`config.mk`:
```
export PLATFORM = sky130hd
export DESIGN_NAME = nb_b_compare_mon_flat
export DESIGN_NICKNAME = d
export VERILOG_FILES = /design/src/rtl/nb_b_compare_mon_if.sv /design/src/rtl/nb_b_compare_mon.sv /design/src/flat_wrapper.sv
export SDC_FILE = /design/constraint.sdc
export NUM_CORES = 1
export LEC_CHECK = 0
export CAP_MARGIN = 20
export CORE_ASPECT_RATIO = 0.75
export CORE_MARGIN = 4
export CORE_UTILIZATION = 42
export DETAILED_ROUTE_END_ITERATION = 10
export PLACE_DENSITY_LB_ADDON = 0.05
export RECOVER_POWER = 25
export SYNTH_ARGS = -nofsm -noshare
export SYNTH_HDL_FRONTEND = slang
export SYNTH_SLANG_ARGS = --single-unit
```
`constraint.sdc`:
```
create_clock -name clk -period 1.55 [get_ports clk]
set_input_delay 0.31 -clock clk [delete_from_list [all_inputs] [get_ports clk]]
set_output_delay 0.31 -clock clk [all_outputs]
set_load 0.02 [all_outputs]
```
`src/rtl/nb_b_compare_mon_if.sv`:
```
// rtl/nb_b_compare_mon_if.sv - control, sample and result signals of the nb/blocking compare monitor
// master drives start/clr and the six pipeline outputs; slave is the monitor.
interface nb_b_compare_mon_if #(
  parameter int CNT_W = 8,
  parameter int IDX_W = 4
);
  logic             start;
  logic             clr;
  logic             x, y, z;
  logic             xb, yb, zb;
  logic             busy;
  logic             done;
  logic             mismatch;
  logic [CNT_W-1:0] mism_cnt;
  logic [IDX_W-1:0] first_idx;
  logic [2:0]       first_diff;
  logic [2:0]       cur_diff;
  logic [11:0]      hist_diff;

  modport master (
    output start, clr, x, y, z, xb, yb, zb,
    input  busy, done, mismatch, mism_cnt, first_idx, first_diff, cur_diff, hist_diff
  );

  modport slave (
    input  start, clr, x, y, z, xb, yb, zb,
    output busy, done, mismatch, mism_cnt, first_idx, first_diff, cur_diff, hist_diff
  );
endinterface

```
`src/rtl/nb_b_compare_mon.sv`:
```
// rtl/nb_b_compare_mon.sv - windowed bitwise compare of non-blocking vs blocking pipeline outputs
// Optional mismatch history register built when CMP_HISTORY_EN is defined.
module nb_b_compare_mon #(
  parameter int WINDOW = 16,
  parameter int CNT_W  = 8,
  parameter int IDX_W  = 4
) (
  input  logic                clk,
  input  logic                rst,
  nb_b_compare_mon_if.slave   bus
);

  typedef enum logic [1:0] {IDLE, RUN, DONE} state_t;

  state_t           state, state_nxt;
  logic             x_r, y_r, z_r, xb_r, yb_r, zb_r;
  logic [2:0]       diff;
  logic [2:0]       cur_diff_r;
  logic [IDX_W-1:0] idx;
  logic [CNT_W-1:0] mism_cnt_r;
  logic             mismatch_r;
  logic [IDX_W-1:0] first_idx_r;
  logic [2:0]       first_diff_r;
  logic             run_start;
  logic             last_sample;
  logic             clear_res;

  assign diff        = {x_r ^ xb_r, y_r ^ yb_r, z_r ^ zb_r};
  assign last_sample = (idx == IDX_W'(WINDOW - 1));
  assign clear_res   = bus.clr || run_start;

  always_ff @(posedge clk or posedge rst) begin
    if (rst) state <= IDLE;
    else     state <= state_nxt;
  end

  // clr outranks start in every state, so a simultaneous pair lands in IDLE
  always_comb begin
    state_nxt = state;
    run_start = 1'b0;
    case (state)
      IDLE, DONE: begin
        if (bus.clr) begin
          state_nxt = IDLE;
        end else if (bus.start) begin
          state_nxt = RUN;
          run_start = 1'b1;
        end
      end
      RUN: begin
        if (bus.clr)          state_nxt = IDLE;
        else if (last_sample) state_nxt = DONE;
      end
      default: state_nxt = IDLE;
    endcase
  end

  always_ff @(posedge clk or posedge rst) begin
    if (rst) begin
      {x_r, y_r, z_r, xb_r, yb_r, zb_r} <= '0;
      cur_diff_r   <= '0;
      idx          <= '0;
      mism_cnt_r   <= '0;
      mismatch_r   <= 1'b0;
      first_idx_r  <= '0;
      first_diff_r <= '0;
    end else begin
      {x_r, y_r, z_r}    <= {bus.x, bus.y, bus.z};
      {xb_r, yb_r, zb_r} <= {bus.xb, bus.yb, bus.zb};
      cur_diff_r         <= diff;
      if (clear_res) begin
        idx          <= '0;
        mism_cnt_r   <= '0;
        mismatch_r   <= 1'b0;
        first_idx_r  <= '0;
        first_diff_r <= '0;
      end else if (state == RUN) begin
        if (diff != 3'b000) begin
          if (mism_cnt_r != {CNT_W{1'b1}}) mism_cnt_r <= mism_cnt_r + 1'b1;
          if (!mismatch_r) begin
            mismatch_r   <= 1'b1;
            first_idx_r  <= idx;
            first_diff_r <= diff;
          end
        end
        if (!last_sample) idx <= idx + 1'b1;
      end
    end
  end

`ifdef CMP_HISTORY_EN
  logic [11:0] hist_r;

  // newest diff enters at [2:0]; the oldest of the four sits at [11:9]
  always_ff @(posedge clk or posedge rst) begin
    if (rst)                                     hist_r <= '0;
    else if (clear_res)                          hist_r <= '0;
    else if (state == RUN && diff != 3'b000)     hist_r <= {hist_r[8:0], diff};
  end

  assign bus.hist_diff = hist_r;
`else
  assign bus.hist_diff = 12'h000;
`endif

  assign bus.busy       = (state == RUN);
  assign bus.done       = (state == DONE);
  assign bus.mismatch   = mismatch_r;
  assign bus.mism_cnt   = mism_cnt_r;
  assign bus.first_idx  = first_idx_r;
  assign bus.first_diff = first_diff_r;
  assign bus.cur_diff   = cur_diff_r;

endmodule

```
`src/flat_wrapper.sv`:
```
// flat-port wrapper written by rule: the top's interface ports become plain ports
module nb_b_compare_mon_flat 
#(
  parameter int WINDOW = 16,
  parameter int CNT_W  = 8,
  parameter int IDX_W  = 4
)
  (clk, rst, bus_start, bus_clr, bus_x, bus_y, bus_z, bus_xb, bus_yb, bus_zb, bus_busy, bus_done, bus_mismatch, bus_mism_cnt, bus_first_idx, bus_first_diff, bus_cur_diff, bus_hist_diff);
  nb_b_compare_mon_if #(.CNT_W(CNT_W), .IDX_W(IDX_W)) bus_i ();
  input  logic clk;
  input  logic rst;
  input wire logic [$bits(bus_i.start)-1:0] bus_start;
  input wire logic [$bits(bus_i.clr)-1:0] bus_clr;
  input wire logic [$bits(bus_i.x)-1:0] bus_x;
  input wire logic [$bits(bus_i.y)-1:0] bus_y;
  input wire logic [$bits(bus_i.z)-1:0] bus_z;
  input wire logic [$bits(bus_i.xb)-1:0] bus_xb;
  input wire logic [$bits(bus_i.yb)-1:0] bus_yb;
  input wire logic [$bits(bus_i.zb)-1:0] bus_zb;
  output wire logic [$bits(bus_i.busy)-1:0] bus_busy;
  output wire logic [$bits(bus_i.done)-1:0] bus_done;
  output wire logic [$bits(bus_i.mismatch)-1:0] bus_mismatch;
  output wire logic [$bits(bus_i.mism_cnt)-1:0] bus_mism_cnt;
  output wire logic [$bits(bus_i.first_idx)-1:0] bus_first_idx;
  output wire logic [$bits(bus_i.first_diff)-1:0] bus_first_diff;
  output wire logic [$bits(bus_i.cur_diff)-1:0] bus_cur_diff;
  output wire logic [$bits(bus_i.hist_diff)-1:0] bus_hist_diff;
  assign bus_i.start = bus_start;
  assign bus_i.clr = bus_clr;
  assign bus_i.x = bus_x;
  assign bus_i.y = bus_y;
  assign bus_i.z = bus_z;
  assign bus_i.xb = bus_xb;
  assign bus_i.yb = bus_yb;
  assign bus_i.zb = bus_zb;
  assign bus_busy = bus_i.busy;
  assign bus_done = bus_i.done;
  assign bus_mismatch = bus_i.mismatch;
  assign bus_mism_cnt = bus_i.mism_cnt;
  assign bus_first_idx = bus_i.first_idx;
  assign bus_first_diff = bus_i.first_diff;
  assign bus_cur_diff = bus_i.cur_diff;
  assign bus_hist_diff = bus_i.hist_diff;
  nb_b_compare_mon #(.WINDOW(WINDOW), .CNT_W(CNT_W), .IDX_W(IDX_W)) u_core (.clk(clk), .rst(rst), .bus(bus_i));
endmodule
```
==> Word-level counts from Yosys, hierarchy flattened <==
Cells that the tools add are included.
{ "classes": {"add_sub_neg": 2, "eq_ne": 8, "mux": 26, "bitwise_logic": 3, "reduce_logical": 12} }
{ "ops": {"columns": ["cell", "n"], "rows": [
  ["two-way mux 8 bit", 4],
  ["two-way mux 4 bit", 7],
  ["two-way mux 3 bit", 4],
  ["adder 8 x 1 -> 8 bit (second input constant)", 1],
  ["two-way mux 2 bit", 4],
  ["inequality test 8 bit (second input constant)", 1],
  ["two-way mux 1 bit", 6],
  ["AND reduction 2 bit", 3],
  ["AND reduction 3 bit", 2],
  ["nonzero test 2 bit", 3],
  ["adder 4 x 1 -> 4 bit (second input constant)", 1],
  ["== test 4 bit (second input constant)", 1],
  ["inequality test 2 bit (second input constant)", 2],
  ["one-hot mux 2 bit (2 select lines)", 1],
  ["inequality test 3 x 2 -> 1 bit (second input constant)", 1],
  ["inequality test 3 bit (second input constant)", 1],
  ["nonzero test 3 bit", 1],
  ["XOR 1 bit", 3],
  ["== test 2 x 1 -> 1 bit (second input constant)", 1],
  ["== test 2 bit (second input constant)", 1],
  ["zero test 2 bit", 1],
  ["OR reduction 2 bit", 1],
  ["logical OR 1 bit", 1]
]} }
{ "word_totals": {"reg_bits": 31, "in_bits": 10, "elab_cells": 64} }

==> Longest topological paths before layout <==
Gate-level depths: netlist (run 1).
{ "logic_depth": {"depth_word": 6, "depth_mapped": 6} }

==> Worst setup path before layout (run 1) <==
OpenSTA, ideal clock, no wires.
{ "synth_path": {"path_kind": "reg2reg", "from": "register u_core.mismatch_r, in the netlist u_core.bus.mismatch", "to": "register u_core.first_idx_r[0], in the netlist u_core.bus.first_idx[0]", "setup_time_ns": 0.132, "arrival_time_ns": 1.473, "required_time_ns": 1.418, "setup_slack_ns": -0.055, "stages_incl_launch_ff": 5, "n_path_buf": 0, "synth_period_minus_slack_ns": 1.605, "path_cell_list": "dfrtp_1 nor3b_1 o31a_1 mux2i_1 nor2_1"} }
{ "synth_via": {"elab_chain_len": 2} }
{ "synth_lines": {"columns": ["element", "line", "text"], "rows": [
  ["start, declared", "nb_b_compare_mon.sv:21", "logic mismatch_r;"],
  ["start signal, assigned", "nb_b_compare_mon.sv:64", "mismatch_r <= 1'b0;"],
  ["start signal, assigned", "nb_b_compare_mon.sv:74", "mismatch_r <= 1'b0;"],
  ["start signal, assigned", "nb_b_compare_mon.sv:81", "mismatch_r <= 1'b1;"],
  ["inequality test 2 bit (no source line)", null, null],
  ["AND reduction 3 bit (no source line)", null, null],
  ["end signal, assigned", "nb_b_compare_mon.sv:82", "first_idx_r <= idx;"],
  ["end, declared", "nb_b_compare_mon.sv:22", "logic [IDX_W-1:0] first_idx_r;"]
]} }
No other way between the ends.
A chain may end at the register's enable or synchronous reset.

==> Final worst setup path (run 1) <==
{ "layout_path": {"from": "register u_core.zb_r", "to": "register u_core.mism_cnt_r[3], in the netlist u_core.bus.mism_cnt[3]"} }
{ "layout_via": {"elab_chain_len": 4} }
{ "layout_lines": {"columns": ["element", "line", "text"], "rows": [
  ["start, declared", "nb_b_compare_mon.sv:16", "logic x_r, y_r, z_r, xb_r, yb_r, zb_r;"],
  ["start signal, assigned", "nb_b_compare_mon.sv:69", "{xb_r, yb_r, zb_r} <= {bus.xb, bus.yb, bus.zb};"],
  ["XOR 1 bit", "nb_b_compare_mon.sv:28", "assign diff = {x_r ^ xb_r, y_r ^ yb_r, z_r ^ zb_r};"],
  ["named net u_core.diff[0]", "nb_b_compare_mon.sv:17", "logic [2:0] diff;"],
  ["nonzero test 3 bit", "nb_b_compare_mon.sv:78", "if (diff != 3'b000) begin"],
  ["nonzero test 2 bit (no source line)", null, null],
  ["AND reduction 3 bit (no source line)", null, null],
  ["end signal, assigned", "nb_b_compare_mon.sv:79", "if (mism_cnt_r != {CNT_W{1'b1}}) mism_cnt_r <= mism_cnt_r + 1'b1;"],
  ["end, declared", "nb_b_compare_mon.sv:20", "logic [CNT_W-1:0] mism_cnt_r;"]
]} }
The timed path passes the listed nets, and every way through them passes these cells.

==> results of run 1 <==
==> metal layers <==
| layer | global-route usage [%] | routed length (um) | up-vias |
|---|---|---|---|
| li1 | - | - | 575 |
| met5 | 0 | 0 | - |
| met2 | 23.0 | 1530 | 39 |
| met3 | 6.48 | 220 | 5 |
| met4 | 3.74 | 36 | 0 |
| met1 | 22.2 | 1600 | 580 |
==> placed cells by master, fill, tap and decap left out, drive strengths merged, types with 2 or more instances in the layout <==
| master | synthesis | routed |
|---|---|---|
| a21oi | 10 | 10 |
| a22oi | 3 | 3 |
| buf | 15 | 28 |
| clkbuf | 1 | 9 |
| clkdlybuf4s50 | 0 | 3 |
| conb | 1 | 12 |
| dfrtp | 31 | 31 |
| dlygate4sd2 | 0 | 14 |
| dlygate4sd3 | 0 | 7 |
| dlymetal6s2s | 0 | 4 |
| ha | 2 | 2 |
| inv | 5 | 5 |
| mux2i | 4 | 4 |
| nand2 | 4 | 4 |
| nand3 | 6 | 6 |
| nor2 | 13 | 13 |
| nor2b | 4 | 4 |
| o21ai | 7 | 7 |
| o311ai | 2 | 2 |
| o31ai | 6 | 6 |
| or2 | 2 | 2 |
| or3 | 3 | 3 |
| or4 | 4 | 4 |
| xor2 | 5 | 5 |
==> timing repair <==
item                       CTS  global route
resized for setup           23            21
setup endpoints to repair   21            18
pin swaps                    6             9
hold buffers                 0             0
buffers inserted             0             5
==> report_power, final <==
part	switching [uW]	total [uW]	internal, uW
logic	167	297	130
clock network	285	600	314
registers	22.1	859	837
total	474	1760	1280
==> worst paths after layout <==
| check | startpoint | endpoint | slack, ns | cells past startpoint |
|---|---|---|---|---|
| max | u_core.zb_r$_DFF_PP0_ | u_core.bus.mism_cnt[3]$_DFFE_PP0P_ | -0.04 | 5 |
| min | u_core.bus.first_idx[0]$_DFFE_PP0P_ | u_core.bus.first_idx[0]$_DFFE_PP0P_ | 0.51 | 2 |
| max reg2reg | u_core.zb_r$_DFF_PP0_ | u_core.bus.mism_cnt[3]$_DFFE_PP0P_ | -0.04 | 5 |
| min reg2reg | u_core.bus.first_idx[0]$_DFFE_PP0P_ | u_core.bus.first_idx[0]$_DFFE_PP0P_ | 0.51 | 2 |
| max in group asynchronous | rst | u_core.xb_r$_DFF_PP0_ | 0.34 | 3 |
| min in group asynchronous | rst | u_core.bus.mism_cnt[0]$_DFFE_PP0P_ | 0.68 | 3 |
==> cells in the mapped netlist (all sizes together) (2+ instances only) <==
library cell   n  area, um^2
dfrtp         31         776
buf           15         104
nor2          13        48.8
a21oi         10        50.1
o21ai          7        35.0
nand3          6        30.0
o31ai          6        45.0
inv            5        18.8
xor2           5        66.3
mux2i          4        40.0
nand2          4        15.0
nor2b          4        25.0
or4            4        30.0
a22oi          3        22.5
or3            3        18.8
ha             2        25.0
o311ai         2        17.5
or2            2        12.5
==> logic make-up (layout without fill, tap and decap cells) <==
group / Yosys count / count (layout)
and+or+nand+nor: 40 / 40
other: 1 / 12
AOI/OAI and AO/OA: 32 / 32
adders and majority gates: 2 / 2
xor gates and xnor gates: 5 / 5
DFF: 31 / 31
buffers and inverters: 21 / 71
muxes: 4 / 4
==> worst min-delay path, cell delays in order (launching register included) <==
cell and delay, ns:
dfrtp_1 0.33, mux2i_1 0.06, nor2_1 0.08
==> area by class of cell <==
class	count	share of cell area (%)
Multi-Input combinational cell	95	32.1
Clock inverter	1	0.238
Inverter	5	0.891
Timing Repair Buffer	58	23.8
Tap cell	40	2.38
Sequential cell	31	36.9
Clock buffer	7	3.62
==> flip-flops by register name (all words and copies together), names as in the netlist <==
signal                 cells
u_core.bus.mismatch        1
u_core.bus.cur_diff        3
u_core.y_r                 1
u_core.zb_r                1
u_core.state               2
u_core.idx                 4
u_core.yb_r                1
u_core.bus.first_diff      3
u_core.xb_r                1
u_core.z_r                 1
u_core.bus.mism_cnt        8
u_core.bus.first_idx       4
u_core.x_r                 1
==> per-stage QoR <==
step	power (uW)	setup TNS [ns]	util, %
global route	1850	-0.589	63.6
CTS	1750	-0.0321	60.7
finish	1760	-0.0688	63.6
detailed placement	1140	-0.537	58.4
floorplan	1030	-0.0735	-
global placement	1140	-0.205	58.4
==> flow_metrics.env, run 1 <==
export IMPL_yosys_area_share_simple_pct=14.2
export IMPL_violations="negative setup slack"
export IMPL_critPathSlowestCell="dfrtp_1"
export IMPL_final_antenna_net_count=0
export IMPL_place_congestion=0.791
export IMPL_worst_pin_slew_ns=0.762
export IMPL_fin_crit_sh_pct=102
export IMPL_core_region_area_um2=3310
export IMPL_clk_pin_slew_ns=0.06
export IMPL_path_delay_family="flip-flops"
export IMPL_drc=0
export IMPL_grt_first_pass_wirelength_um=5130
export IMPL_synth_xor_area_share_pct=4.58
export IMPL_portBuffers=30
export IMPL_synthCells=136
export IMPL_synth_async_reset_ratio_pct=100
export IMPL_drt_iter0_markers=74
export IMPL_powerDensity_nw_per_um2=833
export IMPL_drive_above_1_share_pct=25.9
export IMPL_seqCellArea_um2=778
export IMPL_critPathLaunchType="register"
export IMPL_antenna_found_initial=0
export IMPL_crit_arrival_ns=1.79
export IMPL_ys_warn_count=0
export IMPL_holdCritPathClass="register to register"
export IMPL_period_needed_ns=1.59
export IMPL_cts_root_buf="clkbuf_8"
export IMPL_required_ns=1.76
export IMPL_wl_um=3380
export IMPL_yosysSeqAreaShare_pct=53.6
export IMPL_cts_tree="yes"
export IMPL_timing_fmax_mhz=630
export IMPL_place_inst=227
export IMPL_critPathMaxStageDelay_ns=0.43
export IMPL_clkLatencyLatePin_ns=0.28
export IMPL_overflow=0
export IMPL_path_cells="xor2_4 -> buf_4 -> o311ai_4 -> or4_1 -> a21oi_1"
export IMPL_path_buf_inv=1
export IMPL_num_rows=18
export IMPL_p_leak_uw=0.00102
export IMPL_cts_htree_levels=2
export IMPL_fillerInstances=262
export IMPL_post_synth_cell_area_avg_um2=10.6
export IMPL_multi_input_area_um2=677
export IMPL_detailed_place_hpwl_um=2410
export IMPL_syn_cell_area_um2=1450
export IMPL_clk_path_buf_depth=2
export IMPL_grt_pass1_vias=1104
export IMPL_status="finished, violations left"
export IMPL_num_vias=1199
export IMPL_finalMaxSlewViolations=0
export IMPL_hold_viol_final=0
export IMPL_fin_skew_ns=0.00388
export IMPL_ys_ff_latch=31
export IMPL_numCtsBuffers=5
export IMPL_area_growth_pct=45.7
export IMPL_die_y_um=58.8
export IMPL_crit_fanout=5
export IMPL_synthAdderAreaFrac_pct=1.73
export IMPL_die_w_um=75.8
export IMPL_vias_per_cell=5.06
export IMPL_final_cell_area_um2=2110
export IMPL_setup_viol=3
export IMPL_die_area_um2=4460
export IMPL_antennaDiodeCount=0
export IMPL_hold_slack_ns=0.514
export IMPL_grt_max_degree=32
export IMPL_synthMuxAreaShare_pct=2.77
export IMPL_wl_per_cell_um=14.3
export IMPL_place_area_um2=1930
export IMPL_cts_sinks=31
export IMPL_irDropWorstVdd_mv=0.609
export IMPL_path_class="register to register"
export IMPL_drv_cap=0
export IMPL_io_pins=43
export IMPL_finalNonFillerCells=237
export IMPL_first_pass_iters=4
export IMPL_synth_edf_count=0
export IMPL_ys_types=32
export IMPL_synth_compound_area_share_pct=14.1
export IMPL_grt_setup_unrepaired="true"
export IMPL_relSlewSlack_pct=49.2
export IMPL_synth_top_flop_cell="dfrtp_1"
export IMPL_endpoint_kind="register"
export IMPL_synth_top_family_by_area="simple AND/OR/NAND/NOR gates"
export IMPL_place_ws_ns=-0.108
export IMPL_initial_core_util_pct=43.7
export IMPL_grt_usage_pct=15.9
export IMPL_setup_ws_ns=-0.0362
export IMPL_num_nets_final=208
Note: power is estimated with default switching activity, not from simulation.
==> run 2, diff against run 1 <==
CELL_PAD_IN_SITES_DETAIL_PLACEMENT = 1   (was default)
CELL_PAD_IN_SITES_GLOBAL_PLACEMENT = 1   (was default)
CORE_UTILIZATION = 32   (was 42)
==> run 2 against run 1 <==
Net effect:
- the flow still finishes with violations (negative setup slack)
- first-iteration DRC count fell by 45%
- register-to-register slack worse by 0.03 ns
- clock skew about the same
- clock power grew 40%
- utilization down 11 points
- die area increased by 27%
- power is 15% higher
- non-clock buffer count increased by 12
- worst setup slack worse by 0.034 ns
- cell area up 4.5%
- global-route usage shrank 1.1 points
- critical endpoint is now u_core.bus.mism_cnt[4]$_DFFE_PP0P_
==> flow_metrics.env, run 2 (synthesis gave the netlist of run 1 again) <==
export IMPL_r2r_slack_ns=-0.07
export IMPL_required_ns=1.77
export IMPL_cts_tree="yes"
export IMPL_finalMaxSlewViolations=0
export IMPL_critPathLaunchType="register"
export IMPL_initial_core_util_pct=34.4
export IMPL_first_pass_iters=4
export IMPL_r2r_end="u_core.bus.mism_cnt[4]$_DFFE_PP0P_"
export IMPL_largest_reg_flops=8
export IMPL_num_nets_final=220
export IMPL_path_cells="xor2_2 -> o31ai_2 -> buf_4 -> or4_1 -> a21oi_1"
export IMPL_antenna_found_initial=0
export IMPL_worst_pin_slew_ns=0.766
export IMPL_grt_max_degree=32
export IMPL_io_pins=43
export IMPL_finalNonFillerCells=264
export IMPL_relSlewSlack_pct=49.0
export IMPL_drive_above_1_share_pct=31.1
export IMPL_drv_cap=0
export IMPL_timing_fmax_mhz=617
export IMPL_fin_skew_ns=0.00355
export IMPL_powerDensity_nw_per_um2=921
export IMPL_clk_pin_slew_ns=0.07
export IMPL_cts_sinks=31
export IMPL_path_class="register to register"
export IMPL_num_vias=1288
export IMPL_drt_iter0_markers=41
export IMPL_die_area_um2=5670
export IMPL_cts_htree_levels=2
export IMPL_vias_per_cell=4.88
export IMPL_path_depth=5
export IMPL_antennaDiodeCount=0
export IMPL_wl_um=4090
export IMPL_place_congestion=0.745
export IMPL_setup_viol=4
export IMPL_drc=0
export IMPL_core_region_area_um2=4200
export IMPL_final_common_cell="buf_4"
export IMPL_grt_usage_pct=14.8
export IMPL_grt_first_pass_wirelength_um=6300
export IMPL_status="finished, violations left"
export IMPL_endpoint_kind="register"
export IMPL_hp_start="u_core.bus.first_idx[2]$_DFFE_PP0P_"
export IMPL_fillerInstances=473
export IMPL_path_buf_inv=1
export IMPL_crit_arrival_ns=1.84
export IMPL_irDropWorstVdd_mv=0.454
export IMPL_overflow=0
export IMPL_crit_fanout=5
export IMPL_place_ws_ns=-0.0879
export IMPL_violations="negative setup slack"
export IMPL_path_delay_family="simple AND/OR/NAND/NOR gates"
export IMPL_num_rows=20
export IMPL_mostFrequentLayoutCells="38 x buf_4, 30 x dfrtp_1, 18 x dlygate4sd2_1, 13 x nor2_1, 12 x conb_1"
export IMPL_holdCritPathClass="register to register"
export IMPL_worstHoldEndpoint="u_core.bus.first_idx[2]$_DFFE_PP0P_"
export IMPL_portBuffers=30
export IMPL_min_path_cells=2
export IMPL_hold_viol_final=0
export IMPL_tns_ns=-0.130
export IMPL_die_y_um=66.2
export IMPL_numCtsBuffers=5
export IMPL_final_antenna_net_count=0
export IMPL_critPathSlowestCell="or4_1"
export IMPL_die_w_um=85.6
export IMPL_area_growth_pct=52.2
export IMPL_setup_ws_ns=-0.0698
export IMPL_grt_setup_unrepaired="true"
export IMPL_period_needed_ns=1.62
export IMPL_rr_startpoint="u_core.xb_r$_DFF_PP0_"
export IMPL_detailed_place_hpwl_um=2750
export IMPL_rr_worst_depth=5
export IMPL_clk_path_buf_depth=2
export IMPL_place_inst=242
export IMPL_critPathMaxStageDelay_ns=0.47
export IMPL_cts_root_buf="clkbuf_8"
export IMPL_fin_crit_sh_pct=105
export IMPL_p_leak_uw=0.00107
export IMPL_clkLatencyLatePin_ns=0.29
export IMPL_grt_pass1_vias=1344
export IMPL_wl_per_cell_um=15.5
run 2: routing by layer:
layer | share of wire (%) | GRT usage, % | wire length, um | vias up
li1 | - | - | - | 600
met1 | 47 | 18.0 | 1920 | 641
met2 | 46 | 24.1 | 1880 | 39
met3 | 5.2 | 4.11 | 214 | 8
met4 | 1.8 | 7.11 | 74 | 0
met5 | 0 | 0 | 0 | -
run 2: area by class of cell:
class	instances	area (um^2)	share of cell area (%)
tap	55	68.8	3.13
inverter	5	18.8	0.853
clock buffer	6	82.6	3.75
timing repair buffer	70	578	26.3
multi-input combinational	95	641	29.1
clock inverter	2	35.0	1.59
sequential	31	777	35.3
run 2: metrics by stage:
stage          utilization [%]  area (um^2)  hold WS [ns]  power [uW]
6_report                  52.4         2200         0.527        2030
2_1_floorplan                -         1490         0.341        1030
3_5_place_dp              46.7         1960         0.523        1160
3_3_place_gp              46.7         1960         0.496        1150
4_1_cts                   49.6         2090         0.361        2000
5_1_grt                   52.4         2200         0.561        2110
run 2: worst reg2reg max path: stages (launching register included):
cell	delay, ns
dfrtp_1	0.39
xor2_2	0.26
o31ai_2	0.12
buf_4	0.16
or4_1	0.47
a21oi_1	0.15
run 2: how the worst max path moves through the flow:
| stage | from | to | slack [ns] |
|---|---|---|---|
| 2_1_floorplan | u_core.bus.mism_cnt[3]$_DFFE_PP0P_ | u_core.bus.mism_cnt[7]$_DFFE_PP0P_ | -0.02 |
| 5_1_grt | u_core.yb_r$_DFF_PP0_ | u_core.bus.mism_cnt[4]$_DFFE_PP0P_ | -0.13 |
| 6_report | u_core.xb_r$_DFF_PP0_ | u_core.bus.mism_cnt[4]$_DFFE_PP0P_ | -0.07 |
| 3_5_place_dp | u_core.state[1]$_DFFE_PP0P_ | u_core.bus.mism_cnt[4]$_DFFE_PP0P_ | -0.09 |
| 3_3_place_gp | u_core.state[1]$_DFFE_PP0P_ | u_core.bus.mism_cnt[4]$_DFFE_PP0P_ | -0.07 |
| 4_1_cts | u_core.state[1]$_DFFE_PP0P_ | u_core.bus.mism_cnt[4]$_DFFE_PP0P_ | -0.05 |
run 2: what timing repair did:
item                       CTS  global route
setup endpoints to repair   25            14
pin swaps                    6             8
cloned                       0             1
hold buffers                 0             0
hold endpoints to repair     0             0
setup buffers                3            11
resized for setup           27            18
run 2: power by group:
| part | total, uW | leakage, uW | internal, uW | switching (uW) |
|---|---|---|---|---|
| Combinational | 331 | 0.000603 | 157 | 174 |
| Clock | 839 | 0.0000612 | 520 | 319 |
| Sequential | 856 | 0.000408 | 837 | 19.5 |
==> variant, RTL diff (settings of run 1) <==
`WINDOW` is set to 16 in 2 places; all go to 15.
--- a/src/rtl/nb_b_compare_mon.sv
+++ b/src/rtl/nb_b_compare_mon.sv
@@ -1,7 +1,7 @@
 // rtl/nb_b_compare_mon.sv - windowed bitwise compare of non-blocking vs blocking pipeline outputs
 // Optional mismatch history register built when CMP_HISTORY_EN is defined.
 module nb_b_compare_mon #(
-  parameter int WINDOW = 16,
+  parameter int WINDOW = 15,
   parameter int CNT_W  = 8,
   parameter int IDX_W  = 4
 ) (
--- a/src/flat_wrapper.sv
+++ b/src/flat_wrapper.sv
@@ -1,7 +1,7 @@
 // flat-port wrapper written by rule: the top's interface ports become plain ports
 module nb_b_compare_mon_flat 
 #(
-  parameter int WINDOW = 16,
+  parameter int WINDOW = 15,
   parameter int CNT_W  = 8,
   parameter int IDX_W  = 4
 )
Formal check against the unedited RTL: no difference found for any inputs over 10 cycles, from zero or initial values and one cycle with rst high; that may be too few to reach the edited logic, so the function may still have changed.
==> variant against run 1 <==
  * Worst setup slack improved by 0.051 ns
  * Total power is 2.5% higher
  * Routed wire length fell by 2.3%
  * Synthesized area grew 3.3%
  * Synthesized cell count is 3.7% higher
  * Hold slack lost 0.013 ns
  * Core utilization decreased by 2.3 points
  * Sequential cell count unchanged
  * Design area decreased by 2.4%
==> variant: results (changes against run 1) <==
- finished, final reports clean — status
- 32 — pin count of the biggest net entering global routing, unchanged
- 0.0103 ns — worst setup skew after layout, +0.00647 ns
- 5.54 mm — global-route wire length before repair, +8.1%
- sky130_fd_sc_hd__or4_1 — library cell contributing the largest single delay on the critical path
- u_core.bus.first_idx[2] — HP Start
- -0.237 ns — Post-Place Setup Slack, -0.129 ns
- 0.07 ns — CTS clock-pin slew for the worst setup and hold paths
- 5.04 — detail-routed via count per cell, -0.41%
- 2 — Max Buffers Root-to-Sink, unchanged
- 1.75 ns — arrival time reported for the critical path endpoint, -0.04 ns
- 0.02 ns — r2r setup slk, +0.05 ns
- 226 — Post-Place Cells, -0.44%
- 10.6 sq um — mean instance size in the synthesized netlist, -0.38%
- 3.31 mm — routed wire length, -2.3%
- 51.9% — Seq/Total Area, Yosys, -1.7 points
- 1.03 nW — Leak, +1.3%
- 15.5% — gr usage total, -0.37 points
- 2.43 mm — placed wire-length estimate after detailed placement, +0.83%
- 51 — initial detailed-routing violation count, -31%
- 61.3% — final core utilization, -2.3 points
- 7 — worst-path fanout max, +2
- u_core.bus.first_idx[2] — Worst Hold Path EP
- 235 — final non-filler cell total, -0.84%
- 0.501 mV — peak ir drop on the vdd network, -18%
- 38 — post-synth cell types, +19%
- 1.30 mW — Int Pwr, +1.2%
- sky130_fd_sc_hd__dfrtp_1, sky130_fd_sc_hd__nor2_1, sky130_fd_sc_hd__buf_4, sky130_fd_sc_hd__nand3_1, sky130_fd_sc_hd__nand2_1 — most common library cells after synthesis
- 0 ns — setup_tns, +0.0688 ns
- 0.819 — weighted congestion at the end of routability-driven global placement, +3.5%
- simple AND/OR/NAND/NOR gates — CP top delay family
- 0.00195 sq mm — post-detailed-placement cell area, +1.0%
- 49.4% — Slew HR, +0.24 points
- 0.52 ns — delay of the slowest cell on the worst path, +0.09 ns
- sky130_fd_sc_hd__dfrtp_1, sky130_fd_sc_hd__buf_4, sky130_fd_sc_hd__nand3_1 — leading post-synthesis cells by cell area
- 0.500 ns — post-route worst hold slack, -0.0130 ns
- 292 — number of filler cells placed in the layout, +11%
- 24.1% — share of layout cells above drive strength 1, -1.8 points
- u_core.bus.mism_cnt[0] — Crit Reg-Reg Startpoint
- 0 — Final Slew Violations, unchanged
- 207 — nets@finish, -0.48%
-- variant: cell count changes after synthesis, moves of 3 or more --
cell                             run 1  this run
sky130_fd_sc_hd__nand2_1             4         9
sky130_fd_sc_hd__o31ai_1             6         3
sky130_fd_sc_hd__nand3_1             6        11
sky130_fd_sc_hd__a21oi_1            10         7
-- variant: cell families after synthesis --
kind of cell             count (synthesis)  share of synthesized area (%)
XOR/XNOR                                 6                           5.03
buffers and inverters                   20                           8.63
multiplexers                             2                           1.34
AO/OA/AOI/OAI                           27                           13.2
adder cells (fa/ha/maj)                  3                           2.51
other                                    1                          0.251
flip-flops                              31                           51.9
AND/OR/NAND/NOR                         51                           17.1
-- variant: power groups by stage --
stage	clock, mW	combinational [mW]	sequential (mW)
finish	0.607	0.332	0.861
global route	0.664	0.360	0.864
CTS	0.627	0.328	0.861
detailed placement	0	0.331	0.876
global placement	0	0.326	0.875
floorplan	0	0.183	0.895
-- variant: cell type report --
class	instances	area share, %
inverter	4	0.730
multi-input combinational	101	32.7
clock buffer	7	3.71
sequential	31	37.8
clock inverter	1	0.243
timing repair buffer	51	22.3
tap	40	2.43
-- variant: metal layers --
layer	vias up	track usage [%]	part of all wire, %
met5	-	0	0
met4	0	5.43	0.94
met3	5	3.92	5.4
met2	37	26.6	45
met1	565	19.4	48
li1	577	-	-
-- variant: timing repair --
item | 4_1_cts | 5_1_grt
cloned | 0 | 0
resized for setup | 15 | 18
buffers inserted | 0 | 1
pin swaps | 1 | 8
endpoints found under the setup margin | 14 | 23
-- variant: worst reg2reg max path, delay by kind of cell, from the launching register on --
| family | cells | cell delay, ns |
|---|---|---|
| and+or+nand+nor | 3 | 0.75 |
| DFF | 1 | 0.43 |
| adders and majority gates | 1 | 0.17 |
| AOI/OAI and AO/OA | 1 | 0.12 |
-- variant: worst max path at each step --
stage | from | end | slack (ns) | cells past startpoint
detailed placement | bus_start | u_core.bus.mism_cnt[4] | -0.24 | 4
floorplan | u_core.bus.mism_cnt[0] | u_core.bus.mism_cnt[3] | 0.006 | 5
global route | u_core.z_r | u_core.bus.mism_cnt[3] | -0.05 | 5
CTS | u_core.state[1] | u_core.bus.mism_cnt[3] | -0.0002 | 5
global placement | bus_start | u_core.bus.mism_cnt[4] | -0.13 | 4
finish | u_core.bus.mism_cnt[0] | u_core.bus.mism_cnt[3] | 0.02 | 5
